## src/rtl/router_ingress.sv

```systemverilog
// ---------------------------------------------------------------------------
// router_ingress
//   Ingress stage of a 3-port packet router. It parses the header, steers
//   header, payload and parity bytes to the addressed destination FIFO with
//   one cycle of latency, and checks parity and length at the end of each
//   packet. Packets addressed to port 3 are swallowed without any writes.
//
//   Packet format: header {len[7:2], addr[1:0]}, len payload bytes, then a
//   parity byte equal to the XOR of the header and all payload bytes.
//
// Ports
//   clock       in   1  sole clock, all state updates on posedge
//   resetn      in   1  asynchronous active-low reset
//   data_in     in   8  packet byte from the source
//   pkt_valid   in   1  high for header/payload bytes, low on the parity byte
//   fifo_full   in   3  per-destination FIFO full flags
//   fifo_empty  in   3  per-destination FIFO empty flags
//   busy        out  1  source must hold data_in/pkt_valid while high
//   error       out  1  parity or length error on the last packet
//   dout        out  8  byte to the destination FIFO
//   write_enb   out  3  one-hot FIFO write strobe aligned with dout
// ---------------------------------------------------------------------------
module router_ingress (
  input  logic       clock,
  input  logic       resetn,
  input  logic [7:0] data_in,
  input  logic       pkt_valid,
  input  logic [2:0] fifo_full,
  input  logic [2:0] fifo_empty,
  output logic       busy,
  output logic       error,
  output logic [7:0] dout,
  output logic [2:0] write_enb
);

  typedef enum logic [2:0] {
    IDLE,
    WAIT_EMPTY,
    LOAD_DATA,
    FULL_HOLD,
    CHECK_PARITY,
    DROP
  } state_t;

  state_t     state;
  state_t     next_state;

  logic [1:0] addr_q;
  logic [5:0] len_q;
  logic [5:0] cnt_q;
  logic       len_err_q;
  logic [7:0] acc_q;
  logic [7:0] parity_q;

  // Flags widened to four entries so a 2-bit address can index them
  // directly; entry 3 belongs to the drop port and is never consulted.
  logic [3:0] empty_ext;
  logic [3:0] full_ext;
  logic [1:0] hdr_addr;
  logic       hdr_accept;
  logic       byte_accept;
  logic [1:0] wr_addr;

  assign empty_ext = {1'b0, fifo_empty};
  assign full_ext  = {1'b0, fifo_full};
  assign hdr_addr  = data_in[1:0];

  // A header is taken either straight from IDLE or after waiting for the
  // destination FIFO to drain; payload and parity bytes are taken whenever
  // the destination FIFO has room.
  assign hdr_accept = ((state == IDLE) && pkt_valid && (hdr_addr != 2'd3) &&
                       empty_ext[hdr_addr]) ||
                      ((state == WAIT_EMPTY) && empty_ext[addr_q]);
  assign byte_accept = ((state == LOAD_DATA) || (state == FULL_HOLD)) &&
                       !full_ext[addr_q];
  assign wr_addr = (state == IDLE) ? hdr_addr : addr_q;

  // State register.
  always_ff @(posedge clock or negedge resetn) begin
    if (!resetn) begin
      state <= IDLE;
    end else begin
      state <= next_state;
    end
  end

  // Next-state logic. A full flag always wins over the parity byte, so a
  // parity byte presented against a full FIFO is held like any other byte.
  always_comb begin
    next_state = state;
    case (state)
      IDLE: begin
        if (pkt_valid) begin
          if (hdr_addr == 2'd3)            next_state = DROP;
          else if (empty_ext[hdr_addr])    next_state = LOAD_DATA;
          else                             next_state = WAIT_EMPTY;
        end
      end
      WAIT_EMPTY: begin
        if (empty_ext[addr_q]) next_state = LOAD_DATA;
      end
      LOAD_DATA, FULL_HOLD: begin
        if (full_ext[addr_q]) next_state = FULL_HOLD;
        else if (!pkt_valid)  next_state = CHECK_PARITY;
        else                  next_state = LOAD_DATA;
      end
      CHECK_PARITY: next_state = IDLE;
      DROP: begin
        if (!pkt_valid) next_state = IDLE;
      end
      default: next_state = IDLE;
    endcase
  end

  // Busy decodes from the state register only, so it never follows inputs
  // combinationally.
  always_comb begin
    busy = 1'b0;
    case (state)
      WAIT_EMPTY, FULL_HOLD, CHECK_PARITY: busy = 1'b1;
      default:                             busy = 1'b0;
    endcase
  end

  // Datapath: write strobe, parity accumulator, payload counter and the
  // end-of-packet error flag. The counter saturates at 63 and remembers the
  // overflow so an over-long packet can never alias to a legal length.
  always_ff @(posedge clock or negedge resetn) begin
    if (!resetn) begin
      dout      <= 8'h00;
      write_enb <= 3'b000;
      error     <= 1'b0;
      addr_q    <= 2'd0;
      len_q     <= 6'd0;
      cnt_q     <= 6'd0;
      len_err_q <= 1'b0;
      acc_q     <= 8'h00;
      parity_q  <= 8'h00;
    end else begin
      write_enb <= 3'b000;
      if (hdr_accept || byte_accept) begin
        dout      <= data_in;
        write_enb <= 3'b001 << wr_addr;
      end
      if ((state == IDLE) && pkt_valid && (hdr_addr != 2'd3)) begin
        addr_q <= hdr_addr;
        len_q  <= data_in[7:2];
      end
      if (hdr_accept) begin
        acc_q     <= data_in;
        cnt_q     <= 6'd0;
        len_err_q <= 1'b0;
        error     <= 1'b0;
      end
      if (byte_accept) begin
        if (pkt_valid) begin
          acc_q <= acc_q ^ data_in;
          if (cnt_q == 6'd63) len_err_q <= 1'b1;
          else                cnt_q     <= cnt_q + 6'd1;
        end else begin
          parity_q <= data_in;
        end
      end
      if (state == CHECK_PARITY) begin
        error <= (parity_q != acc_q) || (cnt_q != len_q) || len_err_q;
      end
    end
  end

endmodule
```

## config.mk

```make
export PLATFORM = sky130hd
export DESIGN_NAME = router_ingress
export DESIGN_NICKNAME = d
export VERILOG_FILES = /design/src/rtl/router_ingress.sv
export SDC_FILE = /design/constraint.sdc
export NUM_CORES = 1
export LEC_CHECK = 0
export ABC_AREA = 0
export BUFFER_PORTS_ARGS = -buffer_cell sky130_fd_sc_hd__buf_2
export CORE_MARGIN = 5
export CORE_UTILIZATION = 30
export CTS_CLUSTER_DIAMETER = 30
export DETAILED_ROUTE_END_ITERATION = 7
export PLACE_DENSITY = 0.58
export SLEW_MARGIN = 10
export SYNTH_ARGS = -nofsm -noshare
export SYNTH_HDL_FRONTEND = slang
export SYNTH_SLANG_ARGS = --single-unit
```

## constraint.sdc

```tcl
create_clock -name clock -period 2.9 [get_ports clock]
set_input_delay 0.435 -clock clock [delete_from_list [all_inputs] [get_ports clock]]
set_output_delay 0.435 -clock clock [all_outputs]
set_load 0.005 [all_outputs]
```

# == Word-level counts from Yosys, hierarchy flattened ==
# Cells that the tools add are included.
# totals
register_bits,46
out_inout_bits,13
wordCells,76
# op_classes
add_sub_neg,1
n_lt_le_gt_ge,2
eq_ne,13
shift,1
muxes,30
n_bitwise,2
n_reduce_logical,17
# ops
cell,count
two-way mux 6 bit,4
two-way mux 8 bit,3
two-way mux 3 bit,7
case mux 3 bit (4 select lines),1
two-way mux 1 bit,10
inequality test 8 bit,1
bitwise XOR 8 bit,1
"adder 6 x 1 -> 6 bit, second input constant",1
binary-select mux 1 bit (select 2 bit),3
"== test 3 x 2 -> 1 bit, second input constant",2
"== test 3 bit, second input constant",2
"== test 6 bit, second input constant",1
"< comparator 2 x 3 -> 1 bit, second input constant",2
"inequality test 2 bit, second input constant",3
inequality test 6 bit,1
logical AND 1 bit,5
logical OR 1 bit,5
two-way mux 2 bit,2
"== test 3 x 1 -> 1 bit, second input constant",1
zero test 3 bit,1
AND reduction 3 bit,1
OR reduction 3 bit,1
"left shift 1 x 2 -> 3 bit, first input constant",1
"== test 2 bit, second input constant",1
other kinds (6),6

# == Logic depth before layout (Yosys ltp) ==
# logic_depth
depth_word,9
depth_mapped,7

# == Worst setup path after synthesis ==
# OpenSTA, ideal clock, no wires.
# synth_path
kind,input-to-reg
startpoint,input port data_in[1]
endpoint,register dout[1]
setup_time_ns,0.127
arrival_ns,1.772
required_time_ns,2.773
setup_slack_ns,1.001
stages,6
path_buffers,1
path_cell_list,mux2_1 > a22oi_2 > a2bb2oi_2 > nor2b_4 > buf_6 > mux2_1
# synth_between
elab_chain_cells,5
# synth_rtl
item,line_no,source
start: declaration,26,"input logic [7:0] data_in,"
binary-select mux 1 bit (select 2 bit) or inequality test 2 bit (tied branches),"72, 71",
two-way mux 1 bit (not written as such) or logical AND 1 bit (tied branches),"72, 71",
logical AND 1 bit,71,assign hdr_accept = ((state == IDLE) && pkt_valid && (hdr_addr != 2'd3) &&
logical OR 1 bit,72,empty_ext[hdr_addr]) ||
logical OR 1 bit,141,if (hdr_accept || byte_accept) begin
end signal: assignment,142,dout <= data_in;
end: declaration,32,"output logic [7:0] dout,"
# Several ways; a longest one is shown, not always the timed one. The select of a mux whose other input is x is not followed.
# A chain may end at the register's enable or synchronous reset.

# == Worst setup path in the final report ==
# layout_path
startpoint,register state[1]
endpoint,register cnt_q[3]
# layout_between
elab_chain_cells,9
# layout_rtl
item,line_no,source
start: declaration,45,state_t state;
start signal: assignment,83,state <= next_state;
zero test 3 bit,71,
logical AND 1 bit (3 in series),71,
logical OR 1 bit,72,
two-way mux 6 bit,149,if (hdr_accept) begin
two-way mux 6 bit,158,if (cnt_q == 6'd63) len_err_q <= 1'b1;
two-way mux 6 bit,156,if (pkt_valid) begin
two-way mux 6 bit *,155,if (byte_accept) begin
end signal: assignment,159,else cnt_q <= cnt_q + 6'd1;
end: declaration,50,logic [5:0] cnt_q;
# Every way passes the cells marked *; elsewhere a longest branch is shown, timed or not.

==> impl_metrics.toml <==
[drt]
drt-pass1-iter-count = 4
via_count = 1691
viasPerCell = 4.859
route.detailed.drc = 0
routed_wl_um = 4886
drt-initial-drc-count = 92
wl_per_cell_um = 14.04
postRouteAntennaNets = 0

[logic_synthesis]
ys_warn_count = 0
syn-num-nets = 233
ys_seq_area_frac = 0.4954
async_flop_share = 1.000
synth-edff-count = 0
avgSynthCellArea_um2 = 10.81
synth_cells = 215
synth_seq_cells = 46
syn_area_um2 = 2323
ys_types = 49
ys.flop_type = "dfrtp_1"

[critical_path]
reg2reg_from = "state[1]"
setup.worst_path.start_class = "flip-flop"
reg2reg_to = "cnt_q[3]"
path_max_fanout = 22
end_kind = "flip-flop"
critical_path_required_ps = 3100
criticalPathCategory = "flip-flop to flip-flop"
r2r_setup_slack_ps = 810
reg2regPathDepth = 7
crit_arrival_ps = 2290

[run_status]
status = "complete, no violations"

[pwr]
p_switching_w = 0.001018
power_frac_seq = 0.433
internal_power_w = 0.001689
power-per-cell-area_nw_per_um2 = 1015
pwr-share-comb = 0.413
clkPwrFrac = 0.154
ir_drop_v = 0.0002802
p_sw_frac = 0.3760
leakage_nw = 1.197

[global_route]
grt_use_total = 0.1078
globalRoute.totalOverflow = 0
first_global_vias = 1637
grt_max_degree = 24
antenna_found_initial = 0
grt_pass1_wl_um = 8286

[clocking]
cts_max_path_buffers = 2
path_clk_slew_ps = 90
clk_latency_ps = 300
clock_sinks = 46
cts_hold_repair.buffers = 0
htreeDepth = 2
cts_setup_buffers = 0
cts_resized = 0
clockRootBuffer = "clkbuf_8"
cts_tree = "yes"
cts_buffers = 5

[timing]
fin_crit_sh = 0.7200
rsz0062_at_grt = "false"
fin_tns_setup_ps = 0
slew_viol_final = 0
relSlewSlack = 0.6625
tightestPinTransition_ps = 506.2
fmaxAchievable_mhz = 478.9
skew_ps = 9.020
hold_slack_ps = 85.88
fin_crit_ps = 2088
finalWorstSetupSlack_ps = 811.9
hold_violations = 0
setup_violations = 0

[die]
ioPinCount = 30
start_util = 0.3038
rows = 32
die_width_um = 98.01
core_um2 = 7647
die_h_um = 98.01
die_area_um2 = 9605

[placement]
place_hpwl_um = 3546
place_ws_ps = 608.8
port_buffers = 29
gp_congestion = 0.7872

[layout]
fillers = 771
drive_gt1_frac = 0.2439
final_cell_mix = "dfrtp_1 (46), buf_2 (29), nand2_1 (19)"
diodes = 0
final_common_cell = "dfrtp_1"
area_growth_pct = 14.76
finalNetCount = 263

[flow_run]
maxCapViolations = 0

[worst_hold_path]
hold_class = "input pin to asynchronous set/reset pin"
critical path: stages, from the launching register on:
cell	delay, ps
dfrtp_1	430
nor3_2	190
buf_4	200
nand3_2	220
a2bb2oi_2	230
buf_4	220
and2_1	190
a211o_1	290
synth_stat cells, types with 5 or more instances:
cell type  count  area, um2
mux2_1         9      101.4
a21oi_1       16      80.08
o21ai_0       12      60.06
xnor2_1       11      96.34
dfrtp_1       46       1151
buf_2          5      25.02
nand3_1        5      25.02
nor2_1         9      33.78
mux2_2        11      123.9
nand2_1       19      71.32
inv_1          7      26.28
mux2i_1        9      90.09
worst max path at each step:
| stage | depth (start not counted) | to | start |
|---|---|---|---|
| after CTS | 7 | cnt_q[3] | state[1] |
| after detailed placement | 6 | dout[4] | data_in[1] |
| after floorplan | 6 | dout[1] | data_in[1] |
| after global placement | 6 | dout[3] | data_in[1] |
| final | 7 | cnt_q[3] | state[1] |
| after global routing | 7 | cnt_q[3] | state[0] |
state kept, by name, indices dropped and copies added (netlist names):
signal	count
write_enb	3
dout	8
len_err_q	1
acc_q	8
len_q	6
cnt_q	6
error	1
state	3
parity_q	8
addr_q	2
routing by layer:
metal / global-route usage / wire [um]
met3: 0.01929 / 117
met4: 0.04899 / 101
met5: 0 / 0
met2: 0.1660 / 2319
met1: 0.1478 / 2347
logic make-up after synthesis:
kind of cell	after synthesis	share of synthesized area
compound gates	48	0.1357
xor+xnor	15	0.05654
fa+ha+maj	1	0.005384
buf+inv	17	0.03500
flops	46	0.4954
mux	29	0.1357
simple gates	59	0.1362
per-stage QoR:
step           power, W  utilization  cells  instance area [um2]
2_1_floorplan  0.002003            -    215                 2323
3_3_place_gp   0.002287       0.3362    340                 2571
3_5_place_dp   0.002321       0.3362    340                 2571
4_1_cts        0.002742       0.3487    348                 2666
5_1_grt        0.002926       0.3487    348                 2666
6_report       0.002707       0.3487    348                 2666
power by group through the flow:
stage / clock (W) / sequential [W] / combinational, W
floorplan: 0 / 0.00112 / 0.000882
global placement: 0 / 0.00117 / 0.00111
detailed placement: 0 / 0.00119 / 0.00113
CTS: 0.000430 / 0.00117 / 0.00114
global route: 0.000448 / 0.00122 / 0.00126
finish: 0.000417 / 0.00117 / 0.00112
area by class of cell:
class | count | area (um2) | area share
Sequential cell | 46 | 1151 | 0.4317
Timing Repair Buffer | 33 | 175.2 | 0.06570
Tap cell | 102 | 127.6 | 0.04786
Clock buffer | 6 | 82.58 | 0.03097
Inverter | 7 | 26.28 | 0.009855
Clock inverter | 2 | 12.51 | 0.004693
Multi-Input combinational cell | 152 | 1091 | 0.4092
(Power assumes the default switching activity.)
